## src/rtl/pc_fetch_unit_pkg.sv

```systemverilog
// Shared encodings, redirect classes and default vectors for the fetch-stage PC unit.
// Pure declarations; no logic, no latency, no flow control.
package pc_fetch_unit_pkg;

  localparam int          AW_DEF        = 32;
  localparam logic [31:0] RESET_VEC_DEF = 32'h0000_3000;
  localparam logic [31:0] EXC_VEC_DEF   = 32'h0000_4180;

  localparam logic [2:0] BR_BEQ  = 3'b001;
  localparam logic [2:0] BR_BNE  = 3'b010;
  localparam logic [2:0] BR_BLEZ = 3'b100;
  localparam logic [2:0] BR_BGTZ = 3'b101;
  localparam logic [2:0] BR_BLTZ = 3'b110;
  localparam logic [2:0] BR_BGEZ = 3'b111;

  // Jump ops are decoded on bits [2:1]; bit 0 only distinguishes the linking form.
  localparam logic [1:0] JMP_J   = 2'b10;
  localparam logic [1:0] JMP_JR  = 2'b11;

  // Enum order is the redirect priority order (higher value wins).
  typedef enum logic [2:0] {
    RC_NONE = 3'd0,
    RC_JR   = 3'd1,
    RC_J    = 3'd2,
    RC_BR   = 3'd3,
    RC_ERET = 3'd4,
    RC_INTR = 3'd5
  } redir_cls_e;

  typedef enum logic {
    ST_RUN  = 1'b0,
    ST_PEND = 1'b1
  } fetch_state_e;

  function automatic logic is_exc_cls(input redir_cls_e cls);
    return (cls == RC_INTR) || (cls == RC_ERET);
  endfunction

endpackage

```

## src/rtl/pc_fetch_unit_npc_target.sv

```systemverilog
// Next-PC target and branch-condition evaluation for the D-stage instruction.
// Purely combinational, zero latency.
// No flow control; outputs follow inputs every cycle.
module npc_target
  import pc_fetch_unit_pkg::*;
#(
  parameter int AW = AW_DEF
) (
  input  logic          d_valid,
  input  logic [2:0]    br_op,
  input  logic [2:0]    jmp_op,
  input  logic [AW-1:0] d_pc4,
  input  logic [15:0]   d_imm16,
  input  logic [25:0]   d_idx26,
  input  logic [AW-1:0] rs_val,
  input  logic [AW-1:0] rt_val,
  output redir_cls_e    d_cls,
  output logic [AW-1:0] d_tgt
);

  logic [AW-1:0] imm_sext;
  logic [AW-1:0] br_tgt;
  logic [AW-1:0] j_tgt;
  logic          is_br;
  logic          br_taken;
  logic          rs_eq_rt;
  logic          rs_neg;
  logic          rs_zero;

  always_comb begin
    imm_sext = {{(AW-16){d_imm16[15]}}, d_imm16};
    br_tgt   = d_pc4 + {imm_sext[AW-3:0], 2'b00};
    j_tgt    = {d_pc4[AW-1:28], d_idx26, 2'b00};
    rs_eq_rt = (rs_val == rt_val);
    rs_neg   = rs_val[AW-1];
    rs_zero  = (rs_val == '0);
  end

  always_comb begin
    is_br    = 1'b1;
    br_taken = 1'b0;
    case (br_op)
      BR_BEQ:  br_taken = rs_eq_rt;
      BR_BNE:  br_taken = ~rs_eq_rt;
      BR_BLEZ: br_taken = rs_neg | rs_zero;
      BR_BGTZ: br_taken = ~rs_neg & ~rs_zero;
      BR_BLTZ: br_taken = rs_neg;
      BR_BGEZ: br_taken = ~rs_neg;
      default: is_br    = 1'b0;
    endcase
  end

  // A valid branch encoding shadows any jump encoding, taken or not.
  always_comb begin
    d_cls = RC_NONE;
    d_tgt = br_tgt;
    if (d_valid) begin
      if (is_br) begin
        if (br_taken) begin
          d_cls = RC_BR;
          d_tgt = br_tgt;
        end
      end else if (jmp_op[2:1] == JMP_J) begin
        d_cls = RC_J;
        d_tgt = j_tgt;
      end else if (jmp_op[2:1] == JMP_JR) begin
        d_cls = RC_JR;
        d_tgt = rs_val;
      end
    end
  end

endmodule

```

## src/rtl/pc_fetch_unit.sv

```systemverilog
// F-stage PC register with prioritised redirects and a one-entry pending redirect buffer.
// Redirect reaches pc_f one cycle after it is seen on an advancing cycle, else on the first advancing cycle.
// Fetch advances only on imem_req_ready & ~stall_f; redirects seen while held are parked, never dropped.
module pc_fetch_unit
  import pc_fetch_unit_pkg::*;
#(
  parameter int          AW        = AW_DEF,
  parameter logic [AW-1:0] RESET_VEC = AW'(RESET_VEC_DEF),
  parameter logic [AW-1:0] EXC_VEC   = AW'(EXC_VEC_DEF)
) (
  input  logic          clk,
  input  logic          reset,
  input  logic          stall_f,
  output logic          imem_req_valid,
  output logic [AW-1:0] imem_req_addr,
  input  logic          imem_req_ready,
  output logic [AW-1:0] pc_f,
  output logic          f_kill,
  input  logic          intr,
  input  logic          eret,
  input  logic [AW-1:0] epc,
  input  logic          d_valid,
  input  logic [2:0]    br_op,
  input  logic [2:0]    jmp_op,
  input  logic [AW-1:0] d_pc4,
  input  logic [15:0]   d_imm16,
  input  logic [25:0]   d_idx26,
  input  logic [AW-1:0] rs_val,
  input  logic [AW-1:0] rt_val
);

  fetch_state_e  state_q, state_d;
  logic [AW-1:0] pc_q, pc_d;
  logic [AW-1:0] pend_tgt_q, pend_tgt_d;
  redir_cls_e    pend_src_q, pend_src_d;
  logic          req_vld_q, req_vld_d;

  redir_cls_e    d_cls;
  logic [AW-1:0] d_tgt;
  redir_cls_e    live_cls;
  logic [AW-1:0] live_tgt;
  logic          exc_live;
  logic          adv;

  npc_target #(.AW(AW)) u_npc_target (
    .d_valid (d_valid),
    .br_op   (br_op),
    .jmp_op  (jmp_op),
    .d_pc4   (d_pc4),
    .d_imm16 (d_imm16),
    .d_idx26 (d_idx26),
    .rs_val  (rs_val),
    .rt_val  (rt_val),
    .d_cls   (d_cls),
    .d_tgt   (d_tgt)
  );

  always_comb begin
    live_cls = d_cls;
    live_tgt = d_tgt;
    if (intr) begin
      live_cls = RC_INTR;
      live_tgt = EXC_VEC;
    end else if (eret) begin
      live_cls = RC_ERET;
      live_tgt = epc;
    end
    exc_live = intr | eret;
    // No advance before the first request is actually presented after reset.
    adv      = req_vld_q & imem_req_ready & ~stall_f;
  end

  always_comb begin
    state_d    = state_q;
    pc_d       = pc_q;
    pend_tgt_d = pend_tgt_q;
    pend_src_d = pend_src_q;
    req_vld_d  = 1'b1;
    case (state_q)
      ST_RUN: begin
        if (adv) begin
          pc_d = (live_cls != RC_NONE) ? live_tgt : pc_q + AW'(4);
        end else if (live_cls != RC_NONE) begin
          pend_tgt_d = live_tgt;
          pend_src_d = live_cls;
          state_d    = ST_PEND;
        end
      end
      ST_PEND: begin
        if (adv) begin
          pc_d       = exc_live ? live_tgt : pend_tgt_q;
          pend_src_d = RC_NONE;
          state_d    = ST_RUN;
        end else if (exc_live && (live_cls > pend_src_q)) begin
          // Only interrupt/ERET may displace a parked redirect.
          pend_tgt_d = live_tgt;
          pend_src_d = live_cls;
        end
      end
      default: begin
        state_d    = ST_RUN;
        pend_src_d = RC_NONE;
      end
    endcase
  end

  always_ff @(posedge clk or negedge reset) begin
    if (!reset) begin
      state_q    <= ST_RUN;
      pc_q       <= RESET_VEC;
      pend_tgt_q <= '0;
      pend_src_q <= RC_NONE;
      req_vld_q  <= 1'b0;
    end else begin
      state_q    <= state_d;
      pc_q       <= pc_d;
      pend_tgt_q <= pend_tgt_d;
      pend_src_q <= pend_src_d;
      req_vld_q  <= req_vld_d;
    end
  end

  assign pc_f           = pc_q;
  assign imem_req_addr  = pc_q;
  assign imem_req_valid = req_vld_q;
  assign f_kill         = exc_live | ((state_q == ST_PEND) && is_exc_cls(pend_src_q));

endmodule

```

## config.mk

```make
export PLATFORM = sky130hd
export DESIGN_NAME = pc_fetch_unit
export DESIGN_NICKNAME = d
export VERILOG_FILES = /design/src/rtl/pc_fetch_unit_pkg.sv /design/src/rtl/pc_fetch_unit_npc_target.sv /design/src/rtl/pc_fetch_unit.sv
export SDC_FILE = /design/constraint.sdc
export NUM_CORES = 1
export LEC_CHECK = 0
export ABC_AREA = 1
export CAP_MARGIN = 0
export CORE_MARGIN = 2
export CORE_UTILIZATION = 40
export DETAILED_ROUTE_END_ITERATION = 16
export GPL_TIMING_DRIVEN = 0
export HOLD_SLACK_MARGIN = 0.02
export PLACE_DENSITY = 0.74
export SLEW_MARGIN = 5
export SYNTH_ARGS = -nofsm -noshare
export SYNTH_HDL_FRONTEND = slang
export SYNTH_SLANG_ARGS = --single-unit
```

## constraint.sdc

```tcl
create_clock -name clk -period 2.49 [get_ports clk]
set_clock_uncertainty 0.1 [all_clocks]
set_input_delay 0.498 -clock clk [delete_from_list [all_inputs] [get_ports clk]]
set_output_delay 0.498 -clock clk [all_outputs]
set_load 0.005 [all_outputs]
```

==> key figures, run 1 <==
Outcome
  • Outcome: finished, violations left
  • Failing checks: negative setup slack

Timing
  • Final hold vios: 0
  • Setup Viol. Count Final: 35
  • Final Max Slew Viols: 0
  • Slew of the pin with the lowest slew margin: 0.826 ns
  • FMAX: 0.351 GHz
  • Slew HR: 0.449
  • Fin worst setup slack: -0.359 ns
  • Fin crit period: 2.85 ns
  • Period utilisation layout: 1.14
  • RSZ-0062 raised after global routing: yes

Clock network
  • Max H-tree Level: 3
  • Clock transition at path regs: 0.06 ns
  • TritonCTS Buffers: 9
  • CTS max path bufs: 2
  • CTS tree: built
  • Clk sinks: 69
  • Insertion delay to the later sink of the worst-skew pair: 0.34 ns
  • CTS root buf: clkbuf_16

Finish
  • NumNets Final: 2033
  • Final Instance Area: 0.0141 mm^2
  • Non-Filler Instances: 2099
  • Share of cells above drive strength 1: 0.298
  • P&R area growth vs syn: 63.7%
  • Final design utilization: 0.669

Yosys
  • Mapped cell area: 0.00862 mm^2
  • Count of different cell masters after synthesis: 48
  • Synthesized instance count: 1484
  • Seq cells post-synth: 69
  • Synth area leader: nand2_1
  • Dominant synthesized flop cell: dfrtp_1
  • Yosys warnings: 0
  • Top post-synthesis cells by area: nand2_1 22%, dfrtp_1 19%, inv_1 7.5%, nor2_1 5.7%, nand3_1 5.6%
  • Most frequent cell after synthesis: nand2_1
  • Share of the synthesized area in the top cell type: 0.216
  • Share of synthesized registers carrying an async set or reset: 1.00
  • Post-synth top cells: 496 x nand2_1, 173 x inv_1, 132 x nor2_1
  • Post-synth EDFFs: 0
  • Syn_nets: 1701
  • Syn_area_per_cell: 5.81 um^2
  • Register area share after synthesis: 0.201

Die
  • Row cnt: 53
  • Core ar.: 0.0211 mm^2
  • Die width: 151 um
  • I/O pin total: 249
  • Initial Util: 0.409
  • Die area: 0.0227 mm^2
  • Die Y: 151 um

Pwr
  • PD cells: 564 mW/mm^2
  • Lkg Pwr: 6.99 nW
  • Maximum VDD drop: 0.408 mV

Worst setup path
  • CP max stage delay: 0.18 ns
  • Buffers and inverters on the worst path: 6
  • Critical path's slowest cell: buf_12
  • CP top delay family: simple AND/OR/NAND/NOR gates
  • Max FO, Critical Path: 5
  • Worst Setup Start Kind: primary input
  • Crit path DAT: 2.98 ns
  • Top cell by count, worst path: nand2_1
  • Crit path kind: primary input to flip-flop
  • Crit path capture type: flip-flop
  • CP required: 2.62 ns

Place
  • DPL Wire Length: 29600 um
  • Post-Place Cells: 2006
  • Post-DP Area: 0.0115 mm^2
  • Port-buffer cells: 246
  • RD Place Congestion: 0.994

Routing
  • Iteration-0 DRC Markers: 1302
  • Final ANT Viol Nets: 0
  • Final WL: 40800 um
  • Vias: 11900
  • # DRC: 0
  • Avg WL per Cell: 19.4 um
  • Via density: 5.68
  • DR pass1 iterations: 8

Global route
  • Gr ovfl total: 0
  • Vias in the first global route: 10800
  • Global-route wire length before repair: 58800 um
  • GRT met1 Usage: 0.462
  • Met2 Usage GRT: 0.529
  • Met3 Usage GRT: 0.0630
  • Initial antenna violation count: 3
  • Overall Global Routing Usage: 0.336
  • Largest net degree at the start of global routing: 42
  • Global routing's busiest layer: met2

Run
  • Max_cap viols: 0

Min path
  • Hold Path Class: flip-flop to flip-flop
==> report_power, final <==
part | total (mW) | leakage, nW | switching [mW] | internal (mW)
clock network | 1.44 | 0.158 | 0.539 | 0.903
registers | 1.93 | 0.878 | 0.425 | 1.50
logic | 4.59 | 5.96 | 2.31 | 2.28
==> registers in the layout, indices dropped and copies added (netlist names) <==
register	count
pend_tgt_q	32
imem_req_addr	32
imem_req_valid	1
pend_src_q	3
state_q	1
==> worst reg2reg max path, cell delays in order, from the launching register on <==
cell      delay (ns)
dfrtp_1         0.46
nand2_1         0.20
nor2_1          0.21
nand2_1         0.20
nor4_2          0.25
nand3_1         0.18
nor2_1          0.18
xor2_1          0.09
nand3b_1        0.18
nand3_1         0.11
nand2_1         0.06
==> cells in the final DEF, fill, tap and decap left out, types with 10 or more instances in the layout <==
cell type,instances
o21ai_0,57
xnor2_2,10
dlymetal6s2s_1,31
a22oi_1,14
nand2_2,85
nand3_4,12
nor2_1,107
nand3_2,19
clkbuf_2,21
xor2_1,25
nor2_4,14
nand3_1,68
nor2_2,12
a21oi_2,27
o22ai_1,23
clkdlybuf4s50_1,131
buf_2,33
inv_1,149
dlygate4sd2_1,15
nor3_1,12
nand2_1,384
clkbuf_16,11
nand2_4,28
buf_4,103
a21oi_1,51
inv_2,27
xnor2_1,13
nand4_1,48
clkbuf_1,22
ha_4,29
buf_6,32
dfrtp_1,64
nand3b_1,15
==> routing by layer <==
layer	share of wire	vias up
met5	0	-
met4	0.047	0
met3	0.10	160
met2	0.46	728
met1	0.40	5577
li1	-	5461
==> metrics by stage <==
step | total power, mW | TNS [ns] | worst slack (ns) | hold slack [ns]
finish | 7.96 | -11.42 | -0.359 | 0.381
floorplan | 3.54 | -7.79 | -0.241 | 0.102
global placement | 4.91 | -191.31 | -1.73 | 0.347
global route | 8.32 | -16.81 | -0.488 | 0.398
CTS | 7.34 | -8.13 | -0.259 | 0.377
detailed placement | 4.97 | -75.81 | -1.44 | 0.353
==> logic make-up (layout without fill, tap and decap cells) <==
group                      count (synthesis)  after routing  synth area share
and+or+nand+nor                          823            823             0.404
AOI/OAI and AO/OA                        231            231             0.153
xor gates and xnor gates                  51             51            0.0518
buffers and inverters                    275            612             0.140
adders and majority gates                 34             34            0.0502
other                                      1              4          0.000435
DFF                                       69             69             0.201
==> timing repair <==
action	CTS	global route
endpoints found under the setup margin	69	69
buffers inserted	42	29
cloned	5	0
gates resized for setup	501	285
hold endpoints to repair	28	0
pin swaps	114	121
hold buffers	1	0
==> layout make-up <==
class	instances	area, um^2
Sequential cell	69	1730
Clock buffer	10	239
Fill cell	1802	6980
Clock inverter	6	86.3
Timing Repair Buffer	323	3060
Inverter	184	712
Buffer	89	641
Multi-Input combinational cell	1140	7280
Antenna cell	3	7.51
Tap cell	275	344
==> worst paths after layout <==
check | start | end | slack (ns) | depth (start not counted)
setup / recovery | rs_val[18] | pend_tgt_q[3]$_DFFE_PN0P_ | -0.36 | 25
min in group asynchronous | reset | imem_req_addr[26]$_DFFE_PN0P_ | 0.53 | 2
max in group asynchronous | reset | imem_req_addr[12]$_DFFE_PN1P_ | 1.14 | 3
hold reg to reg | pend_tgt_q[22]$_DFFE_PN0P_ | pend_tgt_q[22]$_DFFE_PN0P_ | 0.38 | 2
setup reg to reg | imem_req_addr[5]$_DFFE_PN0P_ | imem_req_addr[19]$_DFFE_PN0P_ | 0.18 | 10
hold / removal | pend_tgt_q[22]$_DFFE_PN0P_ | pend_tgt_q[22]$_DFFE_PN0P_ | 0.38 | 2
No activity file was read; power rests on OpenSTA's default activity.
==> inputs of run 2 (changes only) <==
--- a/config.mk
+++ b/config.mk
@@ -12,7 +12,7 @@
 export DETAILED_ROUTE_END_ITERATION = 16
 export GPL_TIMING_DRIVEN = 0
 export HOLD_SLACK_MARGIN = 0.02
-export PLACE_DENSITY = 0.74
+export PLACE_DENSITY = 0.71
 export SLEW_MARGIN = 5
 export SYNTH_ARGS = -nofsm -noshare
 export SYNTH_HDL_FRONTEND = slang
==> key figures, run 2 (same netlist as run 1, synthesis figures left out) <==
Clock network
  • Clk sinks: 69
  • CTS root buf: clkbuf_16
  • Max H-tree Level: 3
  • Clock transition at path regs: 0.06 ns
  • Insertion delay to the later sink of the worst-skew pair: 0.35 ns
  • TritonCTS Buffers: 9
  • CTS max path bufs: 2
  • CTS tree: built

Worst setup path
  • Max FO, Critical Path: 5
  • CP max stage delay: 0.17 ns
  • Crit path capture type: flip-flop
  • FF-to-FF Start: imem_req_valid$_DFF_PN0_
  • Buffers and inverters on the worst path: 6
  • Crit path kind: primary input to flip-flop
  • CP top delay family: simple AND/OR/NAND/NOR gates
  • CP required: 2.62 ns
  • Crit path DAT: 2.91 ns
  • Critical Path Source: rs_val[12]
  • Top cell by count, worst path: nand2_1
  • Worst Setup Start Kind: primary input
  • Critical path's slowest cell: buf_12

Global route
  • GRT met1 Usage: 0.467
  • Overall Global Routing Usage: 0.341
  • Gr ovfl total: 0
  • Global-route wire length before repair: 59300 um
  • Largest net degree at the start of global routing: 64
  • Global routing's busiest layer: met2
  • Initial antenna violation count: 1
  • Met3 Usage GRT: 0.0614
  • Met2 Usage GRT: 0.543
  • Vias in the first global route: 10700

Pwr
  • Sw frac: 0.419
  • Maximum VDD drop: 0.465 mV
  • Psw: 3.28 mW
  • Cell Int Power: 4.56 mW
  • Clock power frac: 0.167
  • Sequential Power Share: 0.245
  • PD cells: 548 mW/mm^2
  • Lkg Pwr: 7.07 nW
  • Logic gate share of total power: 0.588
  • Total design power: 7.84 mW

Routing
  • Via density: 5.71
  • # DRC: 0
  • Avg WL per Cell: 20.0 um
  • Iteration-0 DRC Markers: 1333
  • Final ANT Viol Nets: 0
  • Vias: 12000
  • DR pass1 iterations: 7
  • Final WL: 41900 um

Die
  • Die area: 0.0227 mm^2
  • I/O pin total: 249
  • Row cnt: 53
  • Die Y: 151 um
  • Initial Util: 0.409
  • Core ar.: 0.0211 mm^2
  • Die width: 151 um

Finish
  • Non-Filler Instances: 2096
  • Share of cells above drive strength 1: 0.301
  • FILL cells: 1844
  • Final design utilization: 0.678
  • NumNets Final: 2032
  • Final Instance Area: 0.0143 mm^2
  • Commonest non-fill, non-tap cell in the layout: nand2_1
  • Most frequent cells in the layout: 381 x nand2_1, 153 x inv_1, 135 x clkdlybuf4s50_1
  • P&R area growth vs syn: 65.8%

Timing
  • RSZ-0062 raised after global routing: yes
  • Fin worst setup slack: -0.287 ns
  • Setup Viol. Count Final: 36
  • Fin crit period: 2.78 ns
  • Fin Setup TNS: -7.99 ns
  • Period utilisation layout: 1.12
  • Slew HR: 0.416
  • Slew of the pin with the lowest slew margin: 0.876 ns
  • Final hold vios: 0
  • Fin Hold WS: 0.373 ns
  • Final Max Slew Viols: 0
  • FMAX: 0.360 GHz

Min path
  • Hold Path Class: flip-flop to flip-flop
  • Min-delay src: pend_tgt_q[9]$_DFFE_PN0P_

Place
  • Post-DP Area: 0.0115 mm^2
  • RD Place Congestion: 0.982
  • Port-buffer cells: 246
  • DPL Wire Length: 30700 um
  • Post-Place Cells: 2006
  • Post-placement setup slack: -1.60 ns

Outcome
  • Failing checks: negative setup slack
  • Outcome: finished, violations left

Run
  • Max_cap viols: 0
[run 2: cell types whose count changed in the layout (fill, tap and decap cells not counted), moves of 6 or more]
cell	change
buf_6	+8
nand3_2	+6
dlygate4sd2_1	-6
clkbuf_2	-10
buf_4	-6
[run 2: worst paths after layout]
| kind | to | slack, ns | cells after the start |
|---|---|---|---|
| setup / recovery | pend_tgt_q[16]$_DFFE_PN0P_ | -0.29 | 25 |
| hold / removal | pend_tgt_q[9]$_DFFE_PN0P_ | 0.37 | 2 |
| setup reg to reg | pend_tgt_q[17]$_DFFE_PN0P_ | 0.12 | 7 |
| hold reg to reg | pend_tgt_q[9]$_DFFE_PN0P_ | 0.37 | 2 |
| max in group asynchronous | imem_req_addr[13]$_DFFE_PN1P_ | 1.29 | 3 |
| min in group asynchronous | imem_req_addr[22]$_DFFE_PN0P_ | 0.41 | 2 |
[run 2: routing by layer]
metal,up-vias,share of wire
met3,163,0.10
met4,0,0.047
met1,5592,0.40
met5,-,0
met2,740,0.45
li1,5464,-
[run 2: area by class of cell]
cell class / instances / area, um^2 / area share
Timing Repair Buffer: 322 / 3150 / 0.221
Multi-Input combinational cell: 1140 / 7380 / 0.516
Tap cell: 275 / 344 / 0.0241
Inverter: 184 / 717 / 0.0502
Clock buffer: 10 / 229 / 0.0160
Sequential cell: 69 / 1730 / 0.121
Buffer: 89 / 668 / 0.0468
Clock inverter: 6 / 63.8 / 0.00447
Antenna cell: 1 / 2.50 / 0.000175
[run 2: power groups by stage]
stage / Combinational (mW) / Sequential, mW / Clock [mW]
finish: 4.61 / 1.92 / 1.31
detailed placement: 3.14 / 1.85 / 0
floorplan: 1.78 / 1.77 / 0
global placement: 3.09 / 1.84 / 0
CTS: 3.80 / 1.86 / 1.30
global route: 4.88 / 1.95 / 1.37
[run 2: what timing repair did]
action / in CTS / in global routing
setup buffers: 34 / 33
pin swaps: 99 / 92
endpoints found under the setup margin: 69 / 68
hold endpoints to repair: 6 / 0
gates resized for setup: 492 / 332
hold buffers: 1 / 0
gates cloned: 2 / 5
[run 2: worst reg2reg max path, stage by stage (launching register included)]
cell        delay, ns
dfrtp_1          0.38
nand2_1          0.12
nor2_4           0.08
clkinvlp_4       0.14
clkbuf_1         0.50
clkbuf_1         0.67
nand4_1          0.20
nand2_2          0.12
==> inputs of run 3 (changes only) <==
--- a/config.mk
+++ b/config.mk
@@ -5,14 +5,15 @@
 export SDC_FILE = /design/constraint.sdc
 export NUM_CORES = 1
 export LEC_CHECK = 0
-export ABC_AREA = 1
 export CAP_MARGIN = 0
 export CORE_MARGIN = 2
 export CORE_UTILIZATION = 40
+export CTS_BUF_LIST = sky130_fd_sc_hd__clkbuf_2
 export DETAILED_ROUTE_END_ITERATION = 16
+export GPL_ROUTABILITY_DRIVEN = 0
 export GPL_TIMING_DRIVEN = 0
 export HOLD_SLACK_MARGIN = 0.02
-export PLACE_DENSITY = 0.71
+export PLACE_DENSITY = 0.74
 export SLEW_MARGIN = 5
 export SYNTH_ARGS = -nofsm -noshare
 export SYNTH_HDL_FRONTEND = slang
==> key figures, run 3 <==
Outcome
  • Outcome: finished, violations left
  • Failing checks: negative setup slack

Timing
  • FMAX: 0.288 GHz
  • Slew HR: 0.331
  • Final Max Slew Viols: 0
  • RSZ-0062 raised after global routing: yes
  • Period utilisation layout: 1.40
  • Final hold vios: 0
  • Fin crit period: 3.48 ns
  • Fin worst setup slack: -0.986 ns
  • Setup Viol. Count Final: 67
  • Slew of the pin with the lowest slew margin: 1.00 ns

Worst setup path
  • Crit path DAT: 3.86 ns
  • CP required: 2.87 ns
  • Crit path capture type: flip-flop
  • Max FO, Critical Path: 8
  • Crit path kind: primary input to flip-flop
  • Worst Setup Start Kind: primary input

Finish
  • Commonest non-fill, non-tap cell in the layout: clkdlybuf4s50_1
  • Final design utilization: 0.684
  • Final Instance Area: 0.0123 mm^2
  • Non-Filler Instances: 1477
  • FILL cells: 1354
  • P&R area growth vs syn: 67.4%
  • Share of cells above drive strength 1: 0.338
  • NumNets Final: 1459
  • Most frequent cells in the layout: 147 x clkdlybuf4s50_1, 88 x buf_4, 82 x nand2_1

Routing
  • Vias: 9340
  • Final ANT Viol Nets: 0
  • Avg WL per Cell: 24.1 um
  • Iteration-0 DRC Markers: 1067
  • Final WL: 35600 um
  • DR pass1 iterations: 5
  • Via density: 6.32
  • # DRC: 0

Die
  • Die width: 140 um
  • Row cnt: 49
  • Core ar.: 0.0180 mm^2
  • Die area: 0.0195 mm^2
  • Die Y: 140 um
  • I/O pin total: 249
  • Initial Util: 0.409

Yosys
  • Seq cells post-synth: 69
  • Count of different cell masters after synthesis: 71
  • Post-synth EDFFs: 0
  • Share of synthesized registers carrying an async set or reset: 1.00
  • Syn_area_per_cell: 7.98 um^2
  • Syn_nets: 1140
  • Top post-synthesis cells by area: dfrtp_1 23%, mux2i_1 6.7%, xor2_1 6.4%, ha_1 5.6%, nand2_1 4.7%
  • Register area share after synthesis: 0.235
  • Most frequent cell after synthesis: nand2_1
  • Post-synth top cells: 93 x nand2_1, 74 x nor2_1, 67 x a21oi_1, 67 x dfrtp_1, 67 x o21ai_0
  • Mapped cell area: 0.00736 mm^2
  • Synthesized instance count: 923
  • Yosys warnings: 0
  • Dominant synthesized flop cell: dfrtp_1
  • Synth area leader: dfrtp_1
  • Share of the synthesized area in the top cell type: 0.228

Global route
  • Global-route wire length before repair: 53500 um
  • Gr ovfl total: 0
  • Overall Global Routing Usage: 0.351
  • Initial antenna violation count: 1
  • Vias in the first global route: 9239
  • Largest net degree at the start of global routing: 59

Place
  • Post-placement setup slack: -2.38 ns
  • Post-DP Area: 0.0105 mm^2
  • Post-Place Cells: 1398
  • Port-buffer cells: 245
  • DPL Wire Length: 25100 um

Clock network
  • Clock transition at path regs: 0.23 ns
  • Clk sinks: 69
  • Insertion delay to the later sink of the worst-skew pair: 0.57 ns
  • Max H-tree Level: 3
  • CTS root buf: clkbuf_2
  • CTS max path bufs: 2
  • TritonCTS Buffers: 9
  • CTS tree: built

Pwr
  • Lkg Pwr: 5.23 nW
  • PD cells: 525 mW/mm^2
  • Total design power: 6.47 mW
  • Maximum VDD drop: 0.317 mV

Min path
  • Hold Path Class: primary input to asynchronous set/reset pin

Run
  • Max_cap viols: 0
[run 3: changes by cell type in the layout (fill, tap and decap cells not counted), moves of 30 or more]
cell | before | now
nor2_1 | 108 | 70
mux2i_1 | 0 | 49
nand2_4 | 31 | 1
nand4_1 | 48 | 10
nand2_2 | 83 | 10
inv_1 | 153 | 12
nand3_1 | 63 | 20
dlymetal6s2s_1 | 33 | 1
nand2_1 | 381 | 82
[run 3: where the power goes]
| part | switching [mW] | internal [mW] | total [mW] |
|---|---|---|---|
| clock network | 0.468 | 0.133 | 0.600 |
| logic | 1.84 | 2.21 | 4.05 |
| registers | 0.340 | 1.48 | 1.82 |
| total | 2.65 | 3.82 | 6.47 |
[run 3: critical path: stages]
cell	delay [ns]
buf_8	0.10
xor2_2	0.17
nor4_2	0.35
nand4_1	0.20
buf_4	0.19
nor3b_4	0.21
nor3_2	0.08
o21ai_2	0.19
a211oi_2	0.07
ha_1	0.33
a21o_1	0.20
a21oi_2	0.14
a311oi_2	0.06
o21a_1	0.23
a21oi_4	0.15
buf_12	0.15
buf_6	0.11
buf_16	0.13
mux2_4	0.30
[run 3: final cells by class]
cell class                      instances  area [um^2]  share of cell area
Sequential cell                        69         1730               0.141
Inverter                               14         53.8             0.00437
Clock buffer                           11         55.1             0.00447
Timing Repair Buffer                  315         2950               0.239
Buffer                                 79          624              0.0507
Tap cell                              229          287              0.0232
Multi-Input combinational cell        754         6590               0.535
Antenna cell                            1         2.50            0.000203
Clock inverter                          5         27.5             0.00223
[run 3: metal layers]
metal  track usage  vias to the layer above  wire [um]
met5             0                        -         14
met4         0.181                        2       2380
met3        0.0919                      178       4240
met2         0.561                      723      15900
met1         0.438                     4425      13000
li1              -                     4012          -
[run 3: stage by stage]
stage	hold slack (ns)	setup TNS, ns
2_1_floorplan	0.102	-33.36
3_3_place_gp	0.357	-236.24
3_5_place_dp	0.260	-122.47
4_1_cts	0.205	-31.47
5_1_grt	0.218	-40.51
6_report	0.190	-36.84
[run 3: what timing repair did]
item,4_1_cts,5_1_grt
endpoints found under the hold margin,67,0
pin swaps,116,59
gates resized for setup,515,116
setup buffers,51,17
endpoints found under the setup margin,69,68
gates cloned,8,0
hold buffers,1,0
[run 3: cell families after synthesis]
family                     after synthesis  share of synthesized area
xor gates and xnor gates                73                     0.0868
muxes                                   73                      0.103
AOI/OAI and AO/OA                      281                      0.257
other                                    1                   0.000509
adders and majority gates               34                     0.0588
buffers and inverters                  101                     0.0702
DFF                                     69                      0.235
and+or+nand+nor                        291                      0.188
[run 3: final timing paths]
kind                                                  to  slack, ns                    startpoint  depth (start not counted)
max reg2reg                imem_req_addr[22]$_DFFE_PN0P_      -0.17  imem_req_addr[3]$_DFFE_PN0P_                          9
min in group clk              pend_tgt_q[26]$_DFFE_PN0P_       0.35                    rs_val[26]                          4
max                           pend_tgt_q[17]$_DFFE_PN0P_      -0.99                    rs_val[21]                         19
max in group asynchronous   imem_req_addr[6]$_DFFE_PN0P_       1.52                         reset                          3
min                         imem_req_addr[9]$_DFFE_PN0P_       0.19                         reset                          2
min reg2reg                   pend_tgt_q[31]$_DFFE_PN0P_       0.41    pend_tgt_q[31]$_DFFE_PN0P_                          2
